===== config.mk =====
export PLATFORM = sky130hd
export DESIGN_NAME = givens_row_sequencer
export DESIGN_NICKNAME = d
export VERILOG_FILES = /design/src/rtl/givens_row_sequencer.sv
export SDC_FILE = /design/constraint.sdc
export NUM_CORES = 1
export LEC_CHECK = 0
export BUFFER_PORTS_ARGS = -buffer_cell sky130_fd_sc_hd__buf_2
export CAP_MARGIN = 20
export CELL_PAD_IN_SITES_DETAIL_PLACEMENT = 1
export CELL_PAD_IN_SITES_GLOBAL_PLACEMENT = 1
export CORE_MARGIN = 2
export CORE_UTILIZATION = 33
export CTS_CLUSTER_DIAMETER = 200
export DETAILED_ROUTE_END_ITERATION = 7
export HOLD_SLACK_MARGIN = 0.06
export PLACE_DENSITY = 0.82
export SETUP_SLACK_MARGIN = 0.15
export SYNTH_ARGS = -nofsm -noshare
export SYNTH_HDL_FRONTEND = slang
export SYNTH_SLANG_ARGS = --single-unit

===== constraint.sdc =====
create_clock -name clk -period 2.58 [get_ports clk]
set_clock_uncertainty 0.1 [all_clocks]
set_input_delay 0.516 -clock clk [delete_from_list [all_inputs] [get_ports clk]]
set_output_delay 0.516 -clock clk [all_outputs]
set_load 0.02 [all_outputs]

===== src/rtl/givens_row_sequencer.sv =====
// Sequences one Givens rotation over a row pair through a shared cordic core:
// column 0 vectors to capture theta, later columns rotate by -theta.
// Optional watchdog on the cordic handshake: define GIVENS_TIMEOUT_EN.
module givens_row_sequencer #(
  parameter int DATA_W      = 32,
  parameter int N_COLS      = 4,
  parameter int TIMEOUT_CYC = 64
) (
  input  logic                     clk,
  input  logic                     rst_n,
  input  logic                     in_valid,
  output logic                     in_ready,
  input  logic signed [DATA_W-1:0] in_x,
  input  logic signed [DATA_W-1:0] in_y,
  output logic                     out_valid,
  input  logic                     out_ready,
  output logic signed [DATA_W-1:0] out_x,
  output logic signed [DATA_W-1:0] out_y,
  output logic [3:0]               out_col,
  output logic                     out_last,
  output logic signed [DATA_W-1:0] theta,
  output logic                     theta_valid,
  output logic                     busy,
  output logic                     cor_select,
  output logic                     cor_enable,
  output logic signed [DATA_W-1:0] cor_x_in,
  output logic signed [DATA_W-1:0] cor_y_in,
  output logic signed [DATA_W-1:0] cor_z_in,
  input  logic signed [DATA_W-1:0] cor_x_out,
  input  logic signed [DATA_W-1:0] cor_y_out,
  input  logic signed [DATA_W-1:0] cor_z_out,
  input  logic                     cor_done
`ifdef GIVENS_TIMEOUT_EN
  ,
  output logic                     err
`endif
);

  if (N_COLS < 2 || N_COLS > 16 || DATA_W < 2 || TIMEOUT_CYC < 1) begin : g_bad_params
    $error("givens_row_sequencer: illegal parameter set");
  end

  localparam logic [3:0] LAST_COL = 4'(N_COLS - 1);

  typedef enum logic [1:0] {
    S_ACCEPT = 2'd0,
    S_RUN    = 2'd1,
    S_OUT    = 2'd2
  } state_t;

  state_t r_state;
  state_t w_next;

  logic [3:0]               r_col;
  logic signed [DATA_W-1:0] r_theta;
  logic                     r_theta_valid;
  logic                     r_cor_select;
  logic signed [DATA_W-1:0] r_cor_x_in;
  logic signed [DATA_W-1:0] r_cor_y_in;
  logic signed [DATA_W-1:0] r_cor_z_in;
  logic signed [DATA_W-1:0] r_out_x;
  logic signed [DATA_W-1:0] r_out_y;

  logic w_accept;
  logic w_done;
  logic w_out_hs;
  logic w_col0;
  logic w_timeout;

  // Two's-complement negate; the most negative code has no positive twin.
  function automatic logic signed [DATA_W-1:0] sat_neg(input logic signed [DATA_W-1:0] a);
    logic signed [DATA_W-1:0] min_v;
    min_v = {1'b1, {(DATA_W-1){1'b0}}};
    if (a == min_v) begin
      return ~min_v;
    end
    return -a;
  endfunction

  assign w_col0   = (r_col == 4'd0);
  assign w_accept = (r_state == S_ACCEPT) && in_valid;
  assign w_done   = (r_state == S_RUN) && cor_done;
  assign w_out_hs = (r_state == S_OUT) && out_ready;

`ifdef GIVENS_TIMEOUT_EN
  localparam int TMO_W = $clog2(TIMEOUT_CYC + 1);
  localparam logic [TMO_W-1:0] TMO_LAST = TMO_W'(TIMEOUT_CYC - 1);

  logic [TMO_W-1:0] r_tmo_cnt;
  logic             r_err;

  // Counter starts at zero on RUN entry, so the last RUN cycle is TIMEOUT_CYC-1.
  assign w_timeout = (r_state == S_RUN) && !cor_done && (r_tmo_cnt == TMO_LAST);

  always_ff @(posedge clk or negedge rst_n) begin
    if (!rst_n) begin
      r_tmo_cnt <= '0;
      r_err     <= 1'b0;
    end else begin
      if (w_accept) begin
        r_tmo_cnt <= '0;
      end else if (r_state == S_RUN) begin
        r_tmo_cnt <= r_tmo_cnt + 1'b1;
      end
      if (w_timeout) begin
        r_err <= 1'b1;
      end
    end
  end

  assign err = r_err;
`else
  assign w_timeout = 1'b0;
`endif

  always_ff @(posedge clk or negedge rst_n) begin
    if (!rst_n) begin
      r_state <= S_ACCEPT;
    end else begin
      r_state <= w_next;
    end
  end

  always_comb begin
    w_next = r_state;
    case (r_state)
      S_ACCEPT: begin
        if (in_valid) begin
          w_next = S_RUN;
        end
      end
      S_RUN: begin
        if (cor_done) begin
          w_next = S_OUT;
        end else if (w_timeout) begin
          w_next = S_ACCEPT;
        end
      end
      S_OUT: begin
        if (out_ready) begin
          w_next = S_ACCEPT;
        end
      end
      default: w_next = S_ACCEPT;
    endcase
  end

  always_ff @(posedge clk or negedge rst_n) begin
    if (!rst_n) begin
      r_col <= 4'd0;
    end else if (w_out_hs) begin
      r_col <= (r_col == LAST_COL) ? 4'd0 : r_col + 4'd1;
    end else if (w_timeout) begin
      r_col <= 4'd0;
    end
  end

  // Operands latch on acceptance and stay put for the whole cordic run.
  always_ff @(posedge clk or negedge rst_n) begin
    if (!rst_n) begin
      r_cor_x_in   <= '0;
      r_cor_y_in   <= '0;
      r_cor_z_in   <= '0;
      r_cor_select <= 1'b0;
    end else if (w_accept) begin
      r_cor_x_in   <= in_x;
      r_cor_y_in   <= in_y;
      r_cor_select <= w_col0;
      r_cor_z_in   <= w_col0 ? '0 : sat_neg(r_theta);
    end
  end

  // Results are captured once, on the first cor_done seen in RUN.
  always_ff @(posedge clk or negedge rst_n) begin
    if (!rst_n) begin
      r_out_x       <= '0;
      r_out_y       <= '0;
      r_theta       <= '0;
      r_theta_valid <= 1'b0;
    end else begin
      r_theta_valid <= w_done && w_col0;
      if (w_done) begin
        r_out_x <= cor_x_out;
        if (w_col0) begin
          r_theta <= cor_z_out;
          r_out_y <= '0;
        end else begin
          r_out_y <= cor_y_out;
        end
      end
    end
  end

  assign in_ready    = (r_state == S_ACCEPT);
  assign out_valid   = (r_state == S_OUT);
  assign cor_enable  = (r_state == S_RUN);
  assign busy        = (r_state != S_ACCEPT) || !w_col0;
  assign out_x       = r_out_x;
  assign out_y       = r_out_y;
  assign out_col     = r_col;
  assign out_last    = (r_col == LAST_COL);
  assign theta       = r_theta;
  assign theta_valid = r_theta_valid;
  assign cor_select  = r_cor_select;
  assign cor_x_in    = r_cor_x_in;
  assign cor_y_in    = r_cor_y_in;
  assign cor_z_in    = r_cor_z_in;

endmodule


==> Yosys cells after proc, flatten, opt, wreduce, memory -nomap -nowiden <==
Index checks and enable logic that the tools add are counted.
{ "word_totals": {"latch_bits": 0, "mem_count": 0, "mem_bits_rw": 0, "output_inout_bits": 203, "register_bits": 200, "rom_bits": 0, "inputBits": 165} }
{ "classes": {"eq_ne": 7, "n_mul": 0, "n_reduce_logical": 11, "bitwise": 0, "add_sub_neg": 2, "shifts": 0, "muxes": 11, "div_mod_pow": 0, "magnitude_cmp": 0} }
{ "ops": {"columns": ["cell", "count"], "rows": [
  ["$mux 32", 4],
  ["$eq 32x32->1 const B", 1],
  ["$neg 32->32", 1],
  ["$mux 2", 3],
  ["$pmux 2 s3", 1],
  ["$add 4x1->4 const B", 1],
  ["$eq 4x2->1 const B", 1],
  ["$logic_and 1x1->1", 4],
  ["$logic_not 4->1", 1],
  ["$mux 4", 1],
  ["$ne 2x1->1 const B", 2],
  ["$reduce_and 3->1", 1],
  ["$eq 2x1->1 const B", 1],
  ["$eq 2x2->1 const B", 1],
  ["$logic_not 2->1", 1],
  ["$mux 1", 2],
  ["$ne 2x2->1 const B", 1],
  ["$reduce_and 2->1", 1],
  ["$reduce_bool 2->1", 1],
  ["$logic_not 1->1", 1],
  ["$logic_or 1x1->1", 1]
]} }

==> Longest topological paths before layout <==
{ "logic_depth": {"word_depth": 5, "ltp_mapped": 10} }

==> Least setup slack after synthesis <==
Ideal clock, no wire load.
{ "synth_path": {"path_type": "reg-to-reg", "startpoint": "register r_theta[3] (netlist: theta[3])", "endpoint": "register r_cor_z_in[20] (netlist: cor_z_in[20])", "setup_slack_ns": -0.131, "synth_period_minus_slack_ns": 2.711, "path_buffers": 2, "setup_ns": 0.064, "arrival_time_ns": 2.547, "stages_incl_launch_ff": 9, "cell_sequence": "dfrtp_1 -> or4_4 -> or3_1 -> buf_6 -> or3_4 -> or3_1 -> buf_6 -> nand2_2 -> or3_1"} }
{ "synth_via": {"elab_chain_cells": 5, "elab_cells_between_ends": 6} }
{ "synth_lines": {"columns": ["item", "line", "rtl"], "rows": [
  ["from (decl)", "55", "logic signed [DATA_W-1:0] r_theta;"],
  ["from (signal assigned)", "185", "r_theta <= cor_z_out;"],
  ["branches (longest 3 deep; another with $neg 32->32)", null, null],
  ["$mux 32 *", "77", "return -a;"],
  ["$mux 32 *", "169", "r_cor_z_in <= w_col0 ? '0 : sat_neg(r_theta);"],
  ["to (signal assigned)", "169", null],
  ["to (decl)", "60", "logic signed [DATA_W-1:0] r_cor_z_in;"]
]} }
Every way passes the cells marked *. The select of a mux whose other input is x is not followed.
A chain may end at the register's enable or synchronous reset.

==> Worst setup path in the final report <==
{ "layout_path": {"startpoint": "register r_theta[3] (netlist: theta[3])", "endpoint": "register r_cor_z_in[15] (netlist: cor_z_in[15])"} }
The elaborated chain is that of the path after synthesis.

==> results_tabular.tex <==
\begin{tabular}{lr}
\hline
Metric & Value \\
\hline
\multicolumn{2}{l}{\textbf{Final layout}} \\
Final standard cell count with taps included and fillers excluded & 1343 \\
Register Area & roughly 5000 um\^{}2 \\
Layout overhead on the synthesized area & 41.2\% \\
Design area & $\sim$11000 um\^{}2 \\
Final net count & 1173 \\
Number of fillers in the final layout & between 2000 and 3000 \\
Layout cells sized above 1 & between 60\% and 70\% \\
Area occupied by multi-input gates & between 3000 and 4000 um\^{}2 \\
End-of-flow core utilization & about 47\% \\
\multicolumn{2}{l}{\textbf{Pwr}} \\
Clock power share & between 10\% and 20\% \\
Portion of total power attributed to sequential cells & between 30 and 40\% \\
Leakage power of the design & $\sim$5.6 nW \\
Net load switching power & about 6.4 mW \\
Design Power & 15.3 mW \\
Comb power frac & a little under half \\
Highest ir drop seen on vdd & between 0.0006 and 0.0007 V \\
Internal Dissipation & around 9 mW \\
Pwr/cell area & 1350 nW/um\^{}2 \\
Switching Fraction & a little over two fifths \\
\multicolumn{2}{l}{\textbf{Global route}} \\
Maximum number of pins on one net before global-route repair & just under 60 \\
Most Used Layer, Global Route & met2 \\
Global router's overall resource usage & between 10\% and 20\% \\
Overflow left after global routing & 0 \\
Global-route met1 utilization & about 23\% \\
Vias in the first global route & slightly below 7000 \\
Initial antenna violation count & 1 \\
Global-route track usage on met2 & approximately a third \\
Wire length of the first global-routing pass & $\sim$39000 um \\
Routing usage on met3 & $\sim$4.2\% \\
\multicolumn{2}{l}{\textbf{Clock network}} \\
Clock transition at the registers of the reported paths & around 80 ps \\
Number of levels in the clock H-tree & 4 \\
Largest buffer count on any clock path & 2 \\
Clock tree from TritonCTS & built \\
Total CTS buffers & 17 \\
Cell at the root of the clock tree & sky130\_fd\_sc\_hd\_\_clkbuf\_16 \\
Number of sinks on the clock net & 200 \\
Later-pin clock latency in the skew report & roughly 430 ps \\
\multicolumn{2}{l}{\textbf{Detailed routing}} \\
DR pass1 iterations & 4 \\
Drt initial violations & around 260 \\
DR DRC count & 0 \\
Vias post-DR & approximately 6400 \\
Post-DRT Antenna Nets & 0 \\
Post-detailed-route wirelength per cell & approximately 19 um \\
Average vias per placed instance & roughly 4.8 \\
Detailed-route wire length & about 25000 um \\
\multicolumn{2}{l}{\textbf{Logic synthesis}} \\
Leading post-synthesis cells by cell area & sky130\_fd\_sc\_hd\_\_dfrtp\_1 62\%, sky130\_fd\_sc\_hd\_\_mux2\_2 18\%, sky130\_fd\_sc\_hd\_\_a22o\_1 4.0\%, sky130\_fd\_sc\_hd\_\_nand2\_1 2.5\%, sky130\_fd\_sc\_hd\_\_xnor2\_1 1.7\% \\
Warnings from Yosys & 0 \\
Number of nets in the synthesized netlist & 767 \\
Synth Flop Type & sky130\_fd\_sc\_hd\_\_dfrtp\_1 \\
Average instance area after synthesis & around 13 um\^{}2 \\
Library cell occupying the most area in the post-synthesis netlist & sky130\_fd\_sc\_hd\_\_dfrtp\_1 \\
Synth cell types & between 40 and 50 \\
Syn Std Cell Area & 8070 um\^{}2 \\
Area fraction of the dominant cell type after synthesis & between 60\% and 70\% \\
Sequential element share of the synthesized area & between 60\% and 70\% \\
Number of enable-type register cells in the synthesized netlist & 0 \\
Async set-reset flop share out of synthesis & 100\% \\
Number of instances in the synthesized netlist & roughly 600 \\
Flip-flop and latch count after synthesis & 200 \\
\multicolumn{2}{l}{\textbf{Floorplanning}} \\
Ports placed on the boundary & between 300 and 400 \\
Floorplan die area & between 20000 and 30000 um\^{}2 \\
Starting density of the core & around a third \\
Number of cell rows & 57 \\
Die H & 160 um \\
Horiz. Die Dim & between 150 and 200 um \\
Core footprint & $\sim$24000 um\^{}2 \\
\multicolumn{2}{l}{\textbf{Outcome}} \\
Outcome & completed \\
\multicolumn{2}{l}{\textbf{STA}} \\
Final Max Tran Viols & 0 \\
Pin slew with the least headroom to its limit & approximately 520 ps \\
Setup repair after global routing missed its margin & yes \\
Final worst setup slack & $\sim$44 ps \\
Headroom to the max-slew limit & 65.2\% \\
Highest achievable clock rate & slightly below 400 MHz \\
Setup Total Neg Slack & 0 ps \\
Final setup vio count & 0 \\
Ratio of final minimum period to clock period & between 90\% and 100\% \\
Clock period minus final worst setup slack & $\sim$2500 ps \\
Final count of hold timing violations & 0 \\
Final hold slack & roughly 190 ps \\
\multicolumn{2}{l}{\textbf{Placed design}} \\
HPWL after DPL & $\sim$19000 um \\
Worst Setup Slack post-DPL & 0.350 ps \\
Global placement routability congestion & slightly below 0.8 \\
Placed cell area & $\sim$11000 um\^{}2 \\
Number of buffer cells added on primary ports & $\sim$370 \\
Dpl cells & between 1000 and 1500 \\
\multicolumn{2}{l}{\textbf{Worst hold path}} \\
Launch instance of the worst min-delay path & out\_ready \\
Kind of path behind the tightest hold check & in2reg \\
\multicolumn{2}{l}{\textbf{Setup path}} \\
Critical Path Slowest Stage Cell & sky130\_fd\_sc\_hd\_\_or4\_4 \\
Worst Path Class, Setup & reg2reg \\
Element type at the critical path end & flip-flop \\
Critical path arrival & between 2000 and 3000 ps \\
Maximum fanout along the worst path & 9 \\
Launching element type of the critical path & flip-flop \\
Req. time, crit path & 2810 ps \\
Worst Setup SP & theta[3] \\
Delay contributed by the slowest stage of the critical path & approximately 540 ps \\
R2R Path Start & theta[3] \\
Chain of cells forming the critical path & or4\_4 > or3\_2 > buf\_4 > nor4\_2 > xnor2\_1 > o21ai\_2 > o21ai\_1 \\
\multicolumn{2}{l}{\textbf{Run}} \\
Maxcap violations & 0 \\
\hline
\end{tabular}
-- critical path: cells and delay by family, from the launching register on --
family,cells,cell delay [ps]
AND/OR/NAND/NOR,3,1310
buffers and inverters,1,210
AO/OA/AOI/OAI,2,240
XOR/XNOR,1,180
flip-flops,1,410
-- synthesized netlist by cell type (5+ instances only) --
| master | n |
|---|---|
| sky130_fd_sc_hd__a21oi_1 | 5 |
| sky130_fd_sc_hd__a22o_1 | 37 |
| sky130_fd_sc_hd__buf_1 | 9 |
| sky130_fd_sc_hd__clkbuf_1 | 17 |
| sky130_fd_sc_hd__dfrtp_1 | 200 |
| sky130_fd_sc_hd__inv_1 | 7 |
| sky130_fd_sc_hd__mux2_2 | 127 |
| sky130_fd_sc_hd__nand2_1 | 54 |
| sky130_fd_sc_hd__nor2_1 | 18 |
| sky130_fd_sc_hd__nor3_1 | 12 |
| sky130_fd_sc_hd__nor4_1 | 7 |
| sky130_fd_sc_hd__o211ai_1 | 6 |
| sky130_fd_sc_hd__o21ai_0 | 27 |
| sky130_fd_sc_hd__or3_1 | 8 |
| sky130_fd_sc_hd__or4_1 | 5 |
| sky130_fd_sc_hd__xnor2_1 | 16 |
| sky130_fd_sc_hd__xor2_1 | 7 |
-- state kept, by name (all words and copies together) (netlist names), 2 cells and up --
| name | flops |
|---|---|
| out_col | 4 |
| cor_z_in | 32 |
| cor_x_in | 32 |
| r_state | 2 |
| out_x | 32 |
| theta | 32 |
| out_y | 32 |
| cor_y_in | 32 |
-- kinds of logic after synthesis --
family          synth area share (%)
buf+inv                         2.06
simple gates                    7.66
flops                           62.0
mux                             18.2
xor+xnor                        2.50
compound gates                  7.04
fa+ha+maj                      0.465
-- worst paths after layout --
kind                       slack [ps]  depth (start not counted)      endpoint
setup / recovery                   40                          7  cor_z_in[15]
hold / removal                    190                          2    r_state[1]
setup reg to reg                   40                          7  cor_z_in[15]
hold reg to reg                   380                          2  cor_z_in[23]
max in group asynchronous        1110                          3     theta[14]
min in group asynchronous         540                          2      theta[1]
-- power by group through the flow --
stage	clock, mW	sequential (mW)	combinational [mW]
floorplan	0	7.46	2.14
global placement	0	5.48	6.89
detailed placement	0	5.59	7.05
CTS	2.78	5.54	7.12
global route	2.92	5.74	7.51
finish	2.71	5.54	7.07
-- area by class of cell --
| cell class | instances | share of cell area (%) |
|---|---|---|
| Antenna cell | 1 | 0.0220 |
| Tap cell | 324 | 3.56 |
| Timing Repair Buffer | 419 | 20.4 |
| Clock buffer | 19 | 3.80 |
| Sequential cell | 200 | 44.0 |
| Multi-Input combinational cell | 360 | 26.6 |
| Inverter | 7 | 0.231 |
| Clock inverter | 13 | 1.37 |
-- routing by layer --
layer | share of wire (%) | wire length [um]
met3 | 5.1 | 1270
met4 | 3.0 | 739
met2 | 52 | 12900
met5 | 0 | 0
met1 | 40 | 10000
-- layout by cell type (no fill, tap or decap), drive strengths merged, types with 15 or more instances in the layout --
| cell | synthesis | final |
|---|---|---|
| o21ai | 29 | 29 |
| inv | 7 | 15 |
| clkbuf | 18 | 20 |
| nor2 | 18 | 18 |
| dfrtp | 200 | 200 |
| buf | 14 | 417 |
| nand2 | 55 | 55 |
| xnor2 | 16 | 16 |
| mux2 | 127 | 127 |
| a22o | 37 | 37 |
-- what timing repair did --
item                                    4_1_cts  5_1_grt
setup buffers                                 2        3
pin swaps                                    10       16
hold buffers                                  1        0
endpoints found under the setup margin       32       32
gates resized for setup                       9       10
endpoints found under the hold margin        51        0
(Power assumes the default switching activity.)
